`src/rtl/umi_simple_host.sv`:
```
// umi_simple_host
//   Minimal UMI host bridge. A local single-word read/write request is
//   captured, issued on the UMI request channel, and (unless posted) the
//   matching UMI response is awaited with a bounded timeout. Completion
//   is signalled by a one-cycle host_done pulse carrying rdata/err.
//
// Ports
//   clk, nreset          : clock, asynchronous active-low reset
//   host_valid/write/posted/addr/wdata : local request (in)
//   host_ready           : local request accepted when high (IDLE only)
//   host_done            : one-cycle completion pulse
//   host_rdata, host_err : completion result, held until the next completion
//   host_stray           : pulse when an unexpected response is discarded
//   uhost_req_*          : UMI request channel (out, ready in)
//   uhost_resp_*         : UMI response channel (in, ready out)

module umi_simple_host #(
    parameter int unsigned      CW      = 32,
    parameter int unsigned      AW      = 64,
    parameter int unsigned      DW      = 32,
    parameter logic [AW-1:0]    SRCADDR = 64'h0,
    parameter int unsigned      TIMEOUT = 1024
) (
    input  logic          clk,
    input  logic          nreset,
    // local host side
    input  logic          host_valid,
    input  logic          host_write,
    input  logic          host_posted,
    input  logic [AW-1:0] host_addr,
    input  logic [DW-1:0] host_wdata,
    output logic          host_ready,
    output logic          host_done,
    output logic [DW-1:0] host_rdata,
    output logic          host_err,
    output logic          host_stray,
    // UMI request channel
    output logic          uhost_req_valid,
    output logic [CW-1:0] uhost_req_cmd,
    output logic [AW-1:0] uhost_req_dstaddr,
    output logic [AW-1:0] uhost_req_srcaddr,
    output logic [DW-1:0] uhost_req_data,
    input  logic          uhost_req_ready,
    // UMI response channel
    input  logic          uhost_resp_valid,
    input  logic [CW-1:0] uhost_resp_cmd,
    input  logic [AW-1:0] uhost_resp_dstaddr,
    input  logic [AW-1:0] uhost_resp_srcaddr,
    input  logic [DW-1:0] uhost_resp_data,
    output logic          uhost_resp_ready
);

    localparam logic [4:0]  OP_READ       = 5'h01;
    localparam logic [4:0]  OP_WRITE      = 5'h03;
    localparam logic [4:0]  OP_POSTED     = 5'h05;
    localparam logic [4:0]  OP_RESP_READ  = 5'h02;
    localparam logic [4:0]  OP_RESP_WRITE = 5'h04;
    localparam logic [15:0] TO_LAST       = 16'(TIMEOUT - 1);

    typedef enum logic [1:0] {
        IDLE,
        REQ,
        WAIT,
        DONE
    } state_t;

    state_t        state;
    state_t        state_next;
    logic [15:0]   cnt;
    logic          cap_write;
    logic          cap_posted;
    logic [CW-1:0] req_cmd;
    logic [AW-1:0] req_dstaddr;
    logic [DW-1:0] req_data;
    logic [DW-1:0] rdata_q;
    logic          err_q;
    logic [CW-1:0] cmd_new;
    logic          accept;
    logic          req_hs;
    logic          expired;
    logic          resp_ok;

    // Response fields other than the opcode are not needed for a single
    // outstanding single-word transaction.
    logic unused_resp;
    assign unused_resp = ^{uhost_resp_dstaddr, uhost_resp_srcaddr,
                           uhost_resp_cmd[CW-1:5]};

    assign accept  = (state == IDLE) && host_valid;
    assign req_hs  = (state == REQ) && uhost_req_ready;
    assign expired = (cnt >= TO_LAST);
    assign resp_ok = (uhost_resp_cmd[4:0] ==
                      (cap_write ? OP_RESP_WRITE : OP_RESP_READ));

    always_comb begin
        cmd_new      = '0;
        cmd_new[4:0] = !host_write ? OP_READ :
                       (host_posted ? OP_POSTED : OP_WRITE);
        cmd_new[7:5] = 3'd2;
        cmd_new[22]  = 1'b1;
    end

    always_comb begin
        state_next = state;
        case (state)
            IDLE:    if (host_valid) state_next = REQ;
            REQ:     if (uhost_req_ready) state_next = cap_posted ? DONE : WAIT;
            WAIT:    if (uhost_resp_valid || expired) state_next = DONE;
            DONE:    state_next = IDLE;
            default: state_next = IDLE;
        endcase
    end

    always_ff @(posedge clk or negedge nreset) begin
        if (!nreset) begin
            state <= IDLE;
        end else begin
            state <= state_next;
        end
    end

    always_ff @(posedge clk or negedge nreset) begin
        if (!nreset) begin
            cnt         <= '0;
            cap_write   <= 1'b0;
            cap_posted  <= 1'b0;
            req_cmd     <= '0;
            req_dstaddr <= '0;
            req_data    <= '0;
            rdata_q     <= '0;
            err_q       <= 1'b0;
        end else begin
            if (accept) begin
                cap_write   <= host_write;
                cap_posted  <= host_write & host_posted;
                req_cmd     <= cmd_new;
                req_dstaddr <= host_addr;
                req_data    <= host_write ? host_wdata : '0;
            end
            if (req_hs) begin
                cnt <= '0;
                if (cap_posted) begin
                    rdata_q <= '0;
                    err_q   <= 1'b0;
                end
            end
            if (state == WAIT) begin
                // A response arriving in the expiry cycle takes priority.
                if (uhost_resp_valid) begin
                    err_q   <= !resp_ok;
                    rdata_q <= (resp_ok && !cap_write) ? uhost_resp_data : '0;
                end else if (expired) begin
                    err_q   <= 1'b1;
                    rdata_q <= '0;
                end else if (cnt != 16'hFFFF) begin
                    cnt <= cnt + 16'd1;
                end
            end
        end
    end

    // Ready outputs are gated by reset so they read 0 while it is held.
    assign host_ready        = nreset && (state == IDLE);
    assign uhost_resp_ready  = nreset;
    assign host_done         = (state == DONE);
    assign host_rdata        = rdata_q;
    assign host_err          = err_q;
    assign host_stray        = nreset && uhost_resp_valid && (state != WAIT);

    assign uhost_req_valid   = (state == REQ);
    assign uhost_req_cmd     = req_cmd;
    assign uhost_req_dstaddr = req_dstaddr;
    assign uhost_req_srcaddr = (state == REQ) ? SRCADDR : '0;
    assign uhost_req_data    = req_data;

endmodule

```
`config.mk`:
```
export PLATFORM = sky130hd
export DESIGN_NAME = umi_simple_host
export DESIGN_NICKNAME = d
export VERILOG_FILES = /design/src/rtl/umi_simple_host.sv
export SDC_FILE = /design/constraint.sdc
export NUM_CORES = 1
export LEC_CHECK = 0
export ABC_CLOCK_PERIOD_IN_PS = 3100
export CAP_MARGIN = 20
export CORE_AREA = 2 2 206 208
export CTS_BUF_LIST = sky130_fd_sc_hd__clkbuf_2 sky130_fd_sc_hd__clkbuf_4 sky130_fd_sc_hd__clkbuf_8
export CTS_CLUSTER_DIAMETER = 30
export CTS_CLUSTER_SIZE = 12
export DETAILED_ROUTE_END_ITERATION = 10
export DIE_AREA = 0 0 208 210
export PLACE_DENSITY = 0.49
export SLEW_MARGIN = 20
export SYNTH_ARGS = -nofsm -noshare
export SYNTH_HDL_FRONTEND = slang
export SYNTH_SLANG_ARGS = --single-unit
```
`constraint.sdc`:
```
create_clock -name clk -period 3.1 [get_ports clk]
set_input_delay 0.31 -clock clk [delete_from_list [all_inputs] [get_ports clk]]
set_output_delay 0.31 -clock clk [all_outputs]
set_load 0.05 [all_outputs]
```
* Yosys cells after proc, flatten, opt, wreduce, memory -nomap -nowiden
Index checks and enable logic that the tools add are counted. Widths: inputs -> output; s select.
Cells by class: bitwise operators 1, add/subtract/negate cells 1, multiplexer cells 25, $lt $le $gt $ge 1, equal/unequal tests 9, reductions and logical operators 11
Operators by type and width (number):
- $mux 32 | 7
- $mux 16 | 5
- $add 16x1->16 const B | 1
- $ge 16x10->1 const B | 1
- $ne 16x16->1 const B | 1
- $mux 3 | 3
- $pmux 2 s4 | 1
- $logic_and 1x1->1 | 6
- $mux 1 | 6
- $mux 2 | 3
- $ne 2x2->1 const B | 3
- $eq 5x3->1 | 1
- $eq 2x2->1 const B | 2
- $reduce_and 3->1 | 1
- $eq 2x1->1 const B | 1
- $logic_not 1->1 | 2
- $logic_not 2->1 | 1
- $ne 2x1->1 const B | 1
- $and 1x1->1 | 1
- $logic_or 1x1->1 | 1
Storage, ports and cells: input port bits 295, bits in registers 155, word-level logic and storage cells 57

* Depth between registers and ports, before layout
Gate-level depths: netlist of the first run.
depth after elaboration 7, depth in mapped cells 8

* Least setup slack after synthesis of the first run
Ideal clock, no wire load.
kind register -> register, from register state[1], to register cnt[4], setup slack 1169 ps, library setup time 126 ps, cell stages (with the launch flop) 6, data arrival time 1805 ps, period minus slack after synthesis 1931 ps, path through dfrtp_1 > inv_1 > ha_1 > nand2_1 > o31a_2 > a221o_1
Between the ends: cells in the longest elaborated chain, start to end 7, elaborated cells between the ends (all ways) 8, classes of those cells eq/ne (2); mux (5); reduce/logical (1)
Ends and longest elaborated chain:
- start: declaration | line 67 | state_t state;
- start signal: assignment | line 118 | state <= state_next;
- $eq 2x1->1 (*)
- named net uhost_req_valid | line 38 | output logic uhost_req_valid,
- $logic_and 1x1->1 (*) | line 90 | assign req_hs = (state == REQ) && uhost_req_ready;
- $mux 16 (*) | line 140 | if (req_hs) begin
- $mux 16 | line 155 | end else if (cnt != 16'hFFFF) begin
- $mux 16 | line 152 | end else if (expired) begin
- $mux 16 | line 149 | if (uhost_resp_valid) begin
- $mux 16 (*) | line 147 | if (state == WAIT) begin
- end signal: assignment | line 156 | cnt <= cnt + 16'd1;
- end: declaration | line 69 | logic [15:0] cnt;
The timed path passes the listed nets; every way through them passes the cells marked *. A chain may end at the register's enable or synchronous reset.

* Worst setup path in the final report of the first run
from register state[0], to output port host_stray
Between the ends: cells in the longest elaborated chain, start to end 2
Ends and longest elaborated chain:
- $ne 2x2->1 | line 168 | assign host_stray = nreset && uhost_resp_valid && (state != WAIT);
- $logic_and 1x1->1 | line 168
- end: declaration | line 36 | output logic host_stray,
Every way passes these cells.

==> results of run 1 <==
[kinds of logic (layout without fill, tap and decap cells)]
kind of cell,after synthesis,count (layout),share of synthesized area [%]
multiplexers,66,66,11.2
adder cells (fa/ha/maj),6,6,1.13
buffers and inverters,126,325,13.0
XOR/XNOR,1,1,0.131
AND/OR/NAND/NOR,126,126,8.94
AO/OA/AOI/OAI,87,87,8.88
other,1,91,0.0563
flip-flops,151,151,56.7
[routing by layer]
metal  wire (um)  share of wire (%)
met5           0                  0
met4         300                1.6
met3        1690                9.1
met2        8590                 46
met1        8040                 43
[stage by stage]
stage	power, mW	area [um^2]	worst slack (ns)
6_report	10.2	10100	0.469
3_5_place_dp	8.68	9720	0.863
5_1_grt	10.8	10100	0.277
3_3_place_gp	8.64	9720	0.862
4_1_cts	10.4	10100	0.385
2_1_floorplan	6.78	7000	1.17
[repair_timing]
item	CTS	global route
endpoints found under the hold margin	37	0
setup buffers	0	0
hold buffers	1	0
[cells in the mapped netlist (5+ instances only)]
| master | n |
|---|---|
| o21ai_0 | 41 |
| nand2_1 | 81 |
| buf_4 | 95 |
| dfrtp_1 | 151 |
| inv_1 | 5 |
| ha_1 | 6 |
| nor2_1 | 6 |
| clkbuf_1 | 13 |
| nand3_1 | 9 |
| a22o_1 | 32 |
| mux2_2 | 66 |
| and2_1 | 6 |
| buf_2 | 6 |
[worst paths after layout]
path,from,cells after the start,endpoint
max in group asynchronous,nreset,3,host_rdata[12]
min in group clk,host_wdata[3],3,uhost_req_data[3]
max reg2reg,state[0],7,host_rdata[29]
min,nreset,2,uhost_req_dstaddr[62]
max,state[0],5,host_stray
min reg2reg,uhost_req_data[12],2,uhost_req_data[12]
[sequential cells by signal, indices dropped and copies added, names as in the netlist]
register	flops
uhost_req_dstaddr	64
cnt	16
uhost_req_data	32
state	2
cap_write	1
host_rdata	32
host_err	1
uhost_req_cmd	3
[power by group through the flow]
stage	registers [mW]	logic, mW	clock network, mW
CTS	3.03	5.63	1.77
finish	3.02	5.55	1.65
floorplan	5.31	1.47	0
global placement	3.03	5.61	0
global route	3.12	5.81	1.84
detailed placement	3.06	5.62	0
[area by class of cell]
type	count	area share [%]
well taps	539	6.65
clock inverters	11	1.49
multi-input cells	377	23.4
repair buffers	288	28.5
inverters	5	0.185
flip-flops and latches	151	37.3
clock buffers	21	2.60
[critical path, stage by stage (launching register included)]
cell and delay, ns:
dfrtp_1 0.40, inv_1 0.11, ha_1 0.25, inv_1 0.12, and3_1 0.16, clkdlybuf4s50_1 0.81
==> results.json, run 1 <==
{
  "holdWs_ns": 0.333,
  "relSlewSlack_pct": 48.9,
  "avgSynthCellArea_um2": 11.8,
  "multiInputGateArea_um2": 2370,
  "top_usage_layer": "met2",
  "pwr-share-comb_pct": 54.3,
  "gp_congestion": 0.717,
  "port_buffers": 278,
  "p_seq_share_pct": 29.5,
  "met1_usage_pct": 10.3,
  "die-height_um": 210,
  "clock-sinks": 151,
  "wl_per_cell_um": 13.4,
  "sw_frac_of_total_pct": 47.4,
  "grt_use_total_pct": 8.57,
  "synthFlopType": "dfrtp_1",
  "stdcell_count": 1392,
  "die-area_um2": 43700,
  "grt_pass1_wl_um": 28400,
  "fillers": 4457,
  "htreeDepth": 4,
  "vias_per_cell": 3.45,
  "seq_area_frac_synth_pct": 56.7,
  "clk_latency_ns": 0.47,
  "cp_max_fo": 4,
  "max_slew.worst_pin.slew_ns": 0.767,
  "ant_nets": 0,
  "clock-skew-final_ns": 0.0132,
  "crit_arrival_ns": 2.32,
  "drive_gt1_share_pct": 13.7,
  "cts_resized": 0,
  "synth-edff-count": 0,
  "drv_slew": 0,
  "outcome": "finished clean",
  "grt_setup_unrepaired": "no",
  "finalSetupTns_ns": 0,
  "synth.largest_area_cell": "dfrtp_1",
  "path_class": "reg -> out",
  "intPower_mw": 5.38,
  "nNetsFinal": 1141,
  "fin_crit_ns": 2.63,
  "dp.cells": 1359,
  "synth_area_leaders": "dfrtp_1 (57%), mux2_2 (11%), buf_4 (11%)",
  "std_cell_rows": 75,
  "initial_core_util_pct": 16.1,
  "coreArea_um2": 41500,
  "final_common_cell": "clkdlybuf4s50_1",
  "synthDistinctLibCells": 37,
  "max-cap-violations": 0,
  "mostFrequentLayoutCells": "clkdlybuf4s50_1 (277), dfrtp_1 (151), conb_1 (91), nand2_1 (80), mux2_2 (66)",
  "required_ns": 2.79,
  "vias": 4806,
  "yosys_warnings": 0,
  "num_antenna_cells": 0,
  "gr-usage-met3_pct": 3.90,
  "synth_seq_cells": 151,
  "async_flop_share_pct": 100,
  "overflow": 0,
  "fin_crit_sh_pct": 84.9,
  "cts_tree": "built",
  "max_clock_freq_mhz": 380,
  "antenna_found_initial": 0,
  "finalSetupViolCount": 0,
  "grt_max_degree": 58,
  "wirelength_um": 18600,
  "synth.top_cell.area_share_pct": 56.7,
  "cts_buffers": 17,
  "reg2reg_setup_slack_ns": 1.03,
  "final_util_pct": 24.5,
  "p_switching_mw": 4.84,
  "seq_area_um2": 3780,
  "area_delta_synth_final_pct": 52.2,
  "end_kind": "output port",
  "hold_violations": 0,
  "cts-root-buf": "clkbuf_8",
  "use_met2_pct": 13.3,
  "synth_area_um2": 6660,
  "die_x_um": 208,
  "syn_inst": 564,
  "grt_pass1_vias": 4837,
  "io_pins": 525,
  "startpoint_type": "register",
  "clockPowerShare_pct": 16.2,
  "powerDensity_nw_per_um2": 1010,
  "dr.pass1.iters": 4,
  "min_path_type": "in -> async",
  "p_leak_nw": 4.40,
  "drc": 0,
  "drt-initial-drc-count": 224,
  "peakVddDrop_v": 0.000397,
  "dp_hpwl_um": 13200,
  "cts_max_path_buffers": 2,
  "clk_transition_reported_paths_ns": 0.09
}
No activity file was read; power rests on OpenSTA's default activity.
==> inputs of run 2 (changes only) <==
==> config.mk (replaced) <==
export PLATFORM = sky130hd
export DESIGN_NAME = umi_simple_host
export DESIGN_NICKNAME = d
export VERILOG_FILES = /design/src/rtl/umi_simple_host.sv
export SDC_FILE = /design/constraint.sdc
export NUM_CORES = 1
export LEC_CHECK = 0
export ABC_CLOCK_PERIOD_IN_PS = 2600
export CAP_MARGIN = 20
export CORE_AREA = 2 2 203 205
export CTS_BUF_LIST = sky130_fd_sc_hd__clkbuf_2 sky130_fd_sc_hd__clkbuf_4 sky130_fd_sc_hd__clkbuf_8
export CTS_CLUSTER_DIAMETER = 30
export CTS_CLUSTER_SIZE = 12
export DETAILED_ROUTE_END_ITERATION = 10
export DIE_AREA = 0 0 205 207
export PLACE_DENSITY = 0.5
export SLEW_MARGIN = 20
export SYNTH_ARGS = -nofsm -noshare
export SYNTH_HDL_FRONTEND = slang
export SYNTH_SLANG_ARGS = --single-unit
==> constraint.sdc (replaced) <==
create_clock -name clk -period 2.6 [get_ports clk]
set_input_delay 0.26 -clock clk [delete_from_list [all_inputs] [get_ports clk]]
set_output_delay 0.26 -clock clk [all_outputs]
set_load 0.05 [all_outputs]
==> results.json, run 2 (synthesis results as in run 1) <==
{
  "cp_max_fo": 5,
  "fin_crit_ns": 2.36,
  "dr.pass1.iters": 4,
  "pwr-share-comb_pct": 54.4,
  "relSlewSlack_pct": 59.2,
  "coreArea_um2": 40400,
  "outcome": "finished clean",
  "p_leak_nw": 4.45,
  "clockPowerShare_pct": 16.1,
  "wirelength_um": 18500,
  "dp.cells": 1356,
  "drc": 0,
  "end_kind": "output port",
  "intPower_mw": 6.44,
  "powerDensity_nw_per_um2": 1200,
  "die-area_um2": 42400,
  "max-cap-violations": 0,
  "gp_congestion": 0.724,
  "fillers": 4283,
  "drv_slew": 0,
  "clk_latency_ns": 0.48,
  "die_x_um": 205,
  "reg2reg_setup_slack_ns": 0.55,
  "grt_pass1_wl_um": 28400,
  "finalSetupViolCount": 0,
  "std_cell_rows": 74,
  "vias": 4846,
  "hold_violations": 0,
  "cts_tree": "built",
  "postCtsSetupBuffers": 0,
  "fin_crit_sh_pct": 90.9,
  "port_buffers": 278,
  "cts_max_path_buffers": 2,
  "crit_arrival_ns": 2.10,
  "vias_per_cell": 3.49,
  "dp_hpwl_um": 13400,
  "reg2reg_from": "cnt[0]",
  "timing.rr.end": "state[1]",
  "reg2regPathDepth": 6,
  "min_path_type": "in -> async",
  "io_pins": 525,
  "startpoint_type": "register",
  "p_switching_mw": 5.77,
  "holdWs_ns": 0.207,
  "area_delta_synth_final_pct": 53.2,
  "htreeDepth": 4,
  "wl_per_cell_um": 13.3,
  "overflow": 0,
  "mostFrequentLayoutCells": "clkdlybuf4s50_1 (275), dfrtp_1 (151), conb_1 (91), nand2_1 (80), mux2_2 (66)",
  "peakVddDrop_v": 0.000613,
  "stdcell_count": 1388,
  "ant_nets": 0,
  "grt_use_total_pct": 8.80,
  "grt_max_degree": 92,
  "cts-root-buf": "clkbuf_8",
  "num_antenna_cells": 0,
  "final_area_um2": 10200,
  "finalSetupTns_ns": 0,
  "clock-skew-final_ns": 0.0170,
  "drt-initial-drc-count": 187,
  "path_class": "reg -> out",
  "initial_core_util_pct": 16.5,
  "largest_reg_flops": 64,
  "die-height_um": 207,
  "nNetsFinal": 1145,
  "p_seq_share_pct": 29.5,
  "cts_buffers": 17,
  "grt_pass1_vias": 4855,
  "antenna_found_initial": 0,
  "grt_setup_unrepaired": "no",
  "drive_gt1_share_pct": 14.0,
  "max_clock_freq_mhz": 423,
  "max_slew.worst_pin.slew_ns": 0.609,
  "postPlaceCellArea_um2": 9790,
  "clock-sinks": 151,
  "final_common_cell": "clkdlybuf4s50_1",
  "clk_transition_reported_paths_ns": 0.09,
  "required_ns": 2.34,
  "sw_frac_of_total_pct": 47.3,
  "total_power_mw": 12.2
}
## run 2: changes by cell type in the layout (fill, tap and decap cells not counted), moves of 2 or more
cell / previous run / this run
buf_12: 2 / 6
clkbuf_4: 4 / 1
clkdlybuf4s50_1: 277 / 275
clkinv_2: 1 / 3
clkinv_4: 3 / 1
## run 2: area by class of cell
type	count	area, um^2	area share (%)
Clock buffer	19	255	2.50
Inverter	5	18.8	0.184
Multi-Input combinational cell	377	2370	23.2
Tap cell	532	666	6.52
Clock inverter	12	153	1.50
Timing Repair Buffer	292	2970	29.1
Sequential cell	151	3780	37.0
## run 2: metal layers
| layer | vias up | global-route usage, % | part of all wire (%) |
|---|---|---|---|
| met5 | - | 0 | 0 |
| met4 | 0 | 3.13 | 1.3 |
| met3 | 11 | 3.82 | 9.1 |
| met2 | 208 | 14.2 | 48 |
| met1 | 2339 | 10.3 | 42 |
| li1 | 2288 | - | - |
## run 2: critical path, stage by stage, from the launching register on
cell	delay, ns
dfrtp_1	0.43
inv_1	0.12
ha_1	0.25
clkdlybuf4s50_1	0.83
## run 2: power by group through the flow
stage / Clock [mW] / Combinational, mW / Sequential [mW]
finish: 1.96 / 6.65 / 3.60
global route: 2.18 / 6.98 / 3.72
CTS: 2.08 / 6.74 / 3.62
detailed placement: 0 / 6.72 / 3.65
global placement: 0 / 6.72 / 3.61
floorplan: 0 / 1.76 / 6.33
## run 2: worst max path at each step
stage / startpoint / to / slack, ns / cells past startpoint
floorplan: state[1] / cnt[4] / 0.67 / 5
global placement: uhost_resp_valid / state[1] / 0.47 / 6
detailed placement: uhost_resp_valid / state[1] / 0.47 / 6
CTS: state[0] / host_ready / 0.06 / 4
global route: state[1] / uhost_req_valid / 0.09 / 3
finish: state[1] / uhost_req_valid / 0.24 / 3
## run 2: timing repair
action                                  CTS  global route
resized for setup                         1             1
pin swaps                                 0             0
hold buffers                              1             0
hold endpoints to repair                 16             0
endpoints found under the setup margin    1             1
## run 2: metrics by stage
| step | worst slack (ns) | utilization, % |
|---|---|---|
| 6_report | 0.236 | 25.3 |
| 5_1_grt | 0.0944 | 25.3 |
| 4_1_cts | 0.0572 | 25.3 |
| 3_5_place_dp | 0.469 | 24.2 |
| 3_3_place_gp | 0.471 | 24.2 |
| 2_1_floorplan | 0.669 | - |
==> inputs of run 3 (changes only) <==
--- a/config.mk
+++ b/config.mk
@@ -5,7 +5,7 @@
 export SDC_FILE = /design/constraint.sdc
 export NUM_CORES = 1
 export LEC_CHECK = 0
-export ABC_CLOCK_PERIOD_IN_PS = 2600
+export ABC_CLOCK_PERIOD_IN_PS = 2700
 export CAP_MARGIN = 20
 export CORE_AREA = 2 2 203 205
 export CTS_BUF_LIST = sky130_fd_sc_hd__clkbuf_2 sky130_fd_sc_hd__clkbuf_4 sky130_fd_sc_hd__clkbuf_8
@@ -13,6 +13,7 @@
 export CTS_CLUSTER_SIZE = 12
 export DETAILED_ROUTE_END_ITERATION = 10
 export DIE_AREA = 0 0 205 207
+export MAX_ROUTING_LAYER = met4
 export PLACE_DENSITY = 0.5
 export SLEW_MARGIN = 20
 export SYNTH_ARGS = -nofsm -noshare
==> constraint.sdc (replaced) <==
create_clock -name clk -period 2.7 [get_ports clk]
set_input_delay 0.27 -clock clk [delete_from_list [all_inputs] [get_ports clk]]
set_output_delay 0.27 -clock clk [all_outputs]
set_load 0.05 [all_outputs]
==> results.json, run 3 (synthesis results as in run 1) <==
{
  "vias": 4827,
  "sw_frac_of_total_pct": 46.9,
  "postCtsSetupBuffers": 0,
  "final_util_pct": 25.3,
  "powerDensity_nw_per_um2": 1160,
  "gp_congestion": 0.709,
  "wl_per_cell_um": 13.2,
  "intPower_mw": 6.28,
  "drv_slew": 0,
  "clockPowerShare_pct": 16.6,
  "port_buffers": 278,
  "antenna_found_initial": 0,
  "grt_pass1_wl_um": 27600,
  "htreeDepth": 4,
  "clock-skew-final_ns": 0.0117,
  "cts_buffers": 17,
  "required_ns": 2.43,
  "ant_nets": 0,
  "nNetsFinal": 1145,
  "num_antenna_cells": 0,
  "die-height_um": 207,
  "clk_latency_ns": 0.49,
  "p_leak_nw": 4.45,
  "outcome": "finished clean",
  "cts_max_path_buffers": 2,
  "max-cap-violations": 0,
  "path_class": "reg -> out",
  "final_common_cell": "clkdlybuf4s50_1",
  "holdWs_ns": 0.184,
  "peakVddDrop_v": 0.000580,
  "crit_arrival_ns": 2.25,
  "crit_chain": "inv_1, ha_1, and2_1, clkdlybuf4s50_1",
  "relSlewSlack_pct": 57.6,
  "min_path_type": "in -> async",
  "finalSetupViolCount": 0,
  "finalSetupTns_ns": 0,
  "max_slew.worst_pin.slew_ns": 0.633,
  "mostFrequentLayoutCells": "clkdlybuf4s50_1 (276), dfrtp_1 (151), conb_1 (91), nand2_1 (80), mux2_2 (66)",
  "drive_gt1_share_pct": 14.1,
  "hold_violations": 0,
  "crit_path_top_delay_cell": "clkdlybuf4s50_1",
  "end_kind": "output port",
  "dp_hpwl_um": 13300,
  "clk_transition_reported_paths_ns": 0.09,
  "std_cell_rows": 74,
  "dr.pass1.iters": 4,
  "fin_crit_ns": 2.52,
  "startpoint_type": "register",
  "vias_per_cell": 3.48,
  "p_seq_share_pct": 29.3,
  "grt_max_degree": 94,
  "cts_tree": "built",
  "die_x_um": 205,
  "dp.cells": 1356,
  "stdcell_count": 1389,
  "max_clock_freq_mhz": 397,
  "clock-sinks": 151,
  "area_delta_synth_final_pct": 53.2,
  "critPathBufInv": 2,
  "initial_core_util_pct": 16.5,
  "path_delay_family": "buffers and inverters",
  "largest_reg_flops": 64,
  "drt-initial-drc-count": 204,
  "io_pins": 525,
  "fin_crit_sh_pct": 93.3,
  "grt_use_total_pct": 8.95,
  "drc": 0,
  "pwr-share-comb_pct": 54.1,
  "cts-root-buf": "clkbuf_8",
  "grt_pass1_vias": 4878,
  "grt_setup_unrepaired": "no",
  "cp_max_fo": 4,
  "die-area_um2": 42400,
  "overflow": 0,
  "final_area_um2": 10200,
  "wirelength_um": 18300,
  "postPlaceCellArea_um2": 9760,
  "p_switching_mw": 5.54,
  "coreArea_um2": 40400,
  "critPathMaxStageDelay_ns": 0.79
}
run 3: power by group through the flow:
stage / sequential (mW) / clock [mW] / combinational (mW)
2_1_floorplan: 6.10 / 0 / 1.69
3_3_place_gp: 3.48 / 0 / 6.46
3_5_place_dp: 3.51 / 0 / 6.47
4_1_cts: 3.48 / 2.09 / 6.48
5_1_grt: 3.58 / 2.16 / 6.71
6_report: 3.46 / 1.96 / 6.40
run 3: timing repair:
item / in CTS / in global routing
endpoints found under the setup margin: 1 / 0
endpoints found under the hold margin: 39 / 0
hold buffers: 1 / 0
gates resized for setup: 1 / 0
run 3: final timing paths:
path	startpoint	endpoint	slack, ns	cells past startpoint
worst min register to register	uhost_req_data[1]	uhost_req_data[1]	0.49	2
worst max register to register	state[0]	host_rdata[6]	0.64	7
max in group asynchronous	nreset	cnt[10]	1.67	3
min in group clk	host_wdata[12]	uhost_req_data[12]	0.32	3
worst max-delay path	state[0]	host_ready	0.18	4
worst min-delay path	nreset	state[1]	0.18	2
run 3: area by class of cell:
type / count / area (um^2)
Clock buffer: 19 / 255
Clock inverter: 13 / 179
Fill cell: 4317 / 30200
Inverter: 5 / 18.8
Multi-Input combinational cell: 377 / 2370
Sequential cell: 151 / 3780
Tap cell: 532 / 666
Timing Repair Buffer: 292 / 2940
run 3: stage by stage:
step                      setup slack [ns]  total power, mW
final                                0.180             11.8
after global routing                0.0143             12.5
after CTS                           0.0755             12.0
after detailed placement             0.561             9.98
after global placement               0.577             9.94
after floorplan                      0.769             7.79
run 3: routing by layer:
metal	part of all wire [%]	vias up	global-route usage, %	wire [um]
met5	0	-	-	0
met1	42	2317	10.3	7770
li1	-	2288	-	-
met2	47	208	13.8	8700
met4	1.4	0	3.05	265
met3	8.7	14	4.01	1600
==> RTL change 1: new RTL, config.mk and constraints of run 2 <==
Change the parameter `DW` from 32 to 24.
--- a/src/rtl/umi_simple_host.sv
+++ b/src/rtl/umi_simple_host.sv
@@ -17,7 +17,7 @@
 module umi_simple_host #(
     parameter int unsigned      CW      = 32,
     parameter int unsigned      AW      = 64,
-    parameter int unsigned      DW      = 32,
+    parameter int unsigned      DW      = 24,
     parameter logic [AW-1:0]    SRCADDR = 64'h0,
     parameter int unsigned      TIMEOUT = 1024
 ) (
Ports: changed (resized host_rdata, host_wdata, uhost_req_data and uhost_resp_data); port bits go from 525 to 493. The function was not compared with the original's and may differ.
==> RTL change 1 against run 2 <==
Combinational power shrank 7.1%. Critical endpoint unchanged. Worst setup slack better by 0.014 ns. Sequential cell count down 16. Clock skew decreased by 0.0012 ns. Global-route usage fell by 0.58 points. Area after synthesis down 8.0%. Cell area decreased by 8.8%. Worst hold slack got worse by 0.0050 ns. Routed wire length decreased by 6.8%. Core utilization decreased by 2.2 points. Power decreased by 7.4%.
==> RTL change 1: results (changes against run 2) <==
metric,value,unit,change
Layout non-clock buf frac,27.8,%,-1.3 points
fraction of area in multi-input gates,24.2,%,+1.0 points
top post-synthesis cells by area,"dfrtp_1 (55%), mux2_2 (12%), buf_4 (12%)",,
HPWL Detailed,12.5,mm,-6.6%
multi-input logic cell count,344,,-8.8%
"Seq/Total Area, Yosys",55.1,%,-1.6 points
net switching power,5400,uW,-6.4%
worst hold slack,0.202,ns,-0.00503 ns
area post-placement,0.00890,mm^2,-9.1%
ClkCell Share,4.35,%,+0.36 points
met1 usage,9.54,%,-0.80 points
DR vias/cell,3.41,,-2.2%
Slew @ Worst Pin,0.739,ns,+0.130 ns
worst clock skew,0.0158,ns,-0.00119 ns
Signal buffers,260,,-11%
most frequent cells after synthesis,"dfrtp_1 (135), buf_4 (95), mux2_2 (67)",,
Gate Count Post-Synth,512,,-9.2%
Final nets,1048,,-8.5%
number of global-route vias before repair,4547,,-6.3%
Layout Cells excl Fill,1308,,-5.8%
post-synth cell types,43,,+16%
clkbuf count,20,,+1
Resize count post-CTS,0,,-1
fill count,4369,,+2.0%
wire per inst,13.2,um,-1.1%
#FFs+latches synth,135,,-11%
Pwr per Cell Area,1210,mW/mm^2,+1.5%
pin count of the biggest net entering global routing,56,,-39%
routability congestion estimate,0.702,,-3.1%
status,finished clean,,
global-route wire length before repair,26.4,mm,-7.2%
clock power share,16.4,%,+0.3 points
Layout Area Growth over Synthesis,51.9,%,
reg-to-reg endpoint,cnt[7],,
==> RTL change 1: how the worst max path moves through the flow <==
stage               cells past startpoint             start         endpoint  slack (ns)
floorplan                               5          state[1]           cnt[2]        0.59
global placement                        5  uhost_resp_valid           cnt[7]        0.55
detailed placement                      5  uhost_resp_valid         state[1]        0.48
CTS                                     3          state[1]  uhost_req_valid        0.18
global route                            3          state[1]  uhost_req_valid        0.11
finish                                  3          state[1]  uhost_req_valid        0.25
==> RTL change 1: per-layer routing <==
layer  part of all wire [%]  vias up
met4                    1.5        0
li1                       -     2089
met3                     12       12
met5                      0        -
met2                     45      225
met1                     41     2138
==> RTL change 1: logic make-up after synthesis <==
| logic type | share of synthesized area (%) |
|---|---|
| AOI/OAI and AO/OA | 9.20 |
| other | 0.0612 |
| adders and majority gates | 1.22 |
| muxes | 12.5 |
| buffers and inverters | 13.8 |
| and+or+nand+nor | 7.90 |
| xor gates and xnor gates | 0.286 |
| DFF | 55.1 |
==> RTL change 2: new RTL, flow settings as in run 2 <==
Without the edit above. Register the output `host_err` once more, without a reset; this adds one clock of latency there. The other outputs are not delayed to match.
--- a/src/rtl/umi_simple_host.sv
+++ b/src/rtl/umi_simple_host.sv
@@ -164,7 +164,9 @@
     assign uhost_resp_ready  = nreset;
     assign host_done         = (state == DONE);
     assign host_rdata        = rdata_q;
-    assign host_err          = err_q;
+    always_ff @(posedge clk) begin
+        host_err <= err_q;
+    end
     assign host_stray        = nreset && uhost_resp_valid && (state != WAIT);
 
     assign uhost_req_valid   = (state == REQ);
Behaviour: not the same (Yosys sat finds a counterexample within 4 cycles, from zero or initial values and one cycle with nreset low).
==> RTL change 2 against run 2 <==
Power fell by 1.1%. Count of clock-buffer cells in the layout rose by 1. Routed wire length fell by 0.11%. Sequential cell count rose by 1. Cell area fell by 0.71%. Combinational power fell by 0.6%. Worst setup slack got worse by 0.033 ns. Clock skew fell by 0.0054 ns. Die area did not move. First-iteration DRC count fell by 21%. Area after synthesis rose by 0.30%.
==> RTL change 2: results (changes against run 2) <==
metric,value,unit,change
Layout Area Growth over Synthesis,51.6,%,
met1 usage,9.53,%,-0.81 points
status,finished clean,,
GR met3 Demand/Resource,4.44,%,+0.61 points
crit path DAT,2.14,ns,+0.04 ns
Final nets,1144,,-0.087%
Worst R2R Start,state[0],,
max_slew headroom,56.2,%,-3.0 points
DRT met1 WL,7.33,mm,-4.5%
area post-placement,0.00976,mm^2,-0.33%
routability congestion estimate,0.673,,-7.0%
Gate Count Post-Synth,565,,+0.18%
placed cell count,1355,,-0.074%
initial antenna violation count,1,,+1
dpl ws,0.535,ns,+0.0664 ns
DR vias/cell,3.50,,+0.11%
"Seq/Total Area, Yosys",56.8,%,+0.13 points
reg-to-reg endpoint,host_rdata[8],,
wire per inst,13.3,um,+0.11%
first-iteration detailed-routing DRC count,147,,-21%
fill count,4278,,-0.12%
layout cell share with drive strength beyond 1,13.6,%,-0.42 points
post-synthesis async set-or-reset flop share,99.3,%,-0.66 points
post-synth cell types,38,,+2.7%
worst-skew pair later-pin latency,0.52,ns,+0.04 ns
Max VDD drop,643,uV,+5.0%
worst hold slack,0.163,ns,-0.0438 ns
Met3 Wirelength,1.93,mm,+15%
Max Used Layer,met5,,
-- RTL change 2: kinds of logic after synthesis --
| logic type | share of synthesized area (%) |
|---|---|
| and+or+nand+nor | 8.91 |
| buffers and inverters | 13.0 |
| xor gates and xnor gates | 0.131 |
| DFF | 56.8 |
| muxes | 11.1 |
| AOI/OAI and AO/OA | 8.85 |
| other | 0.0561 |
| adders and majority gates | 1.12 |
-- RTL change 2: area by class of cell --
type / count / share of cell area [%]
sequential: 152 / 37.5
timing repair buffer: 290 / 28.7
clock inverter: 9 / 1.01
clock buffer: 20 / 2.65
tap: 532 / 6.57
multi-input combinational: 377 / 23.4
inverter: 5 / 0.185
-- RTL change 2: critical path: stages, from the launching register on --
cell and delay [ns]:
dfrtp_1 0.43, inv_1 0.12, ha_1 0.25, clkdlybuf4s50_1 0.83
-- RTL change 2: power breakdown --
group | total [uW] | switching [uW] | internal, uW
logic | 6610 | 4360 | 2260
registers | 3630 | 439 | 3190
clock network | 1830 | 943 | 889
total | 12100 | 5740 | 6340
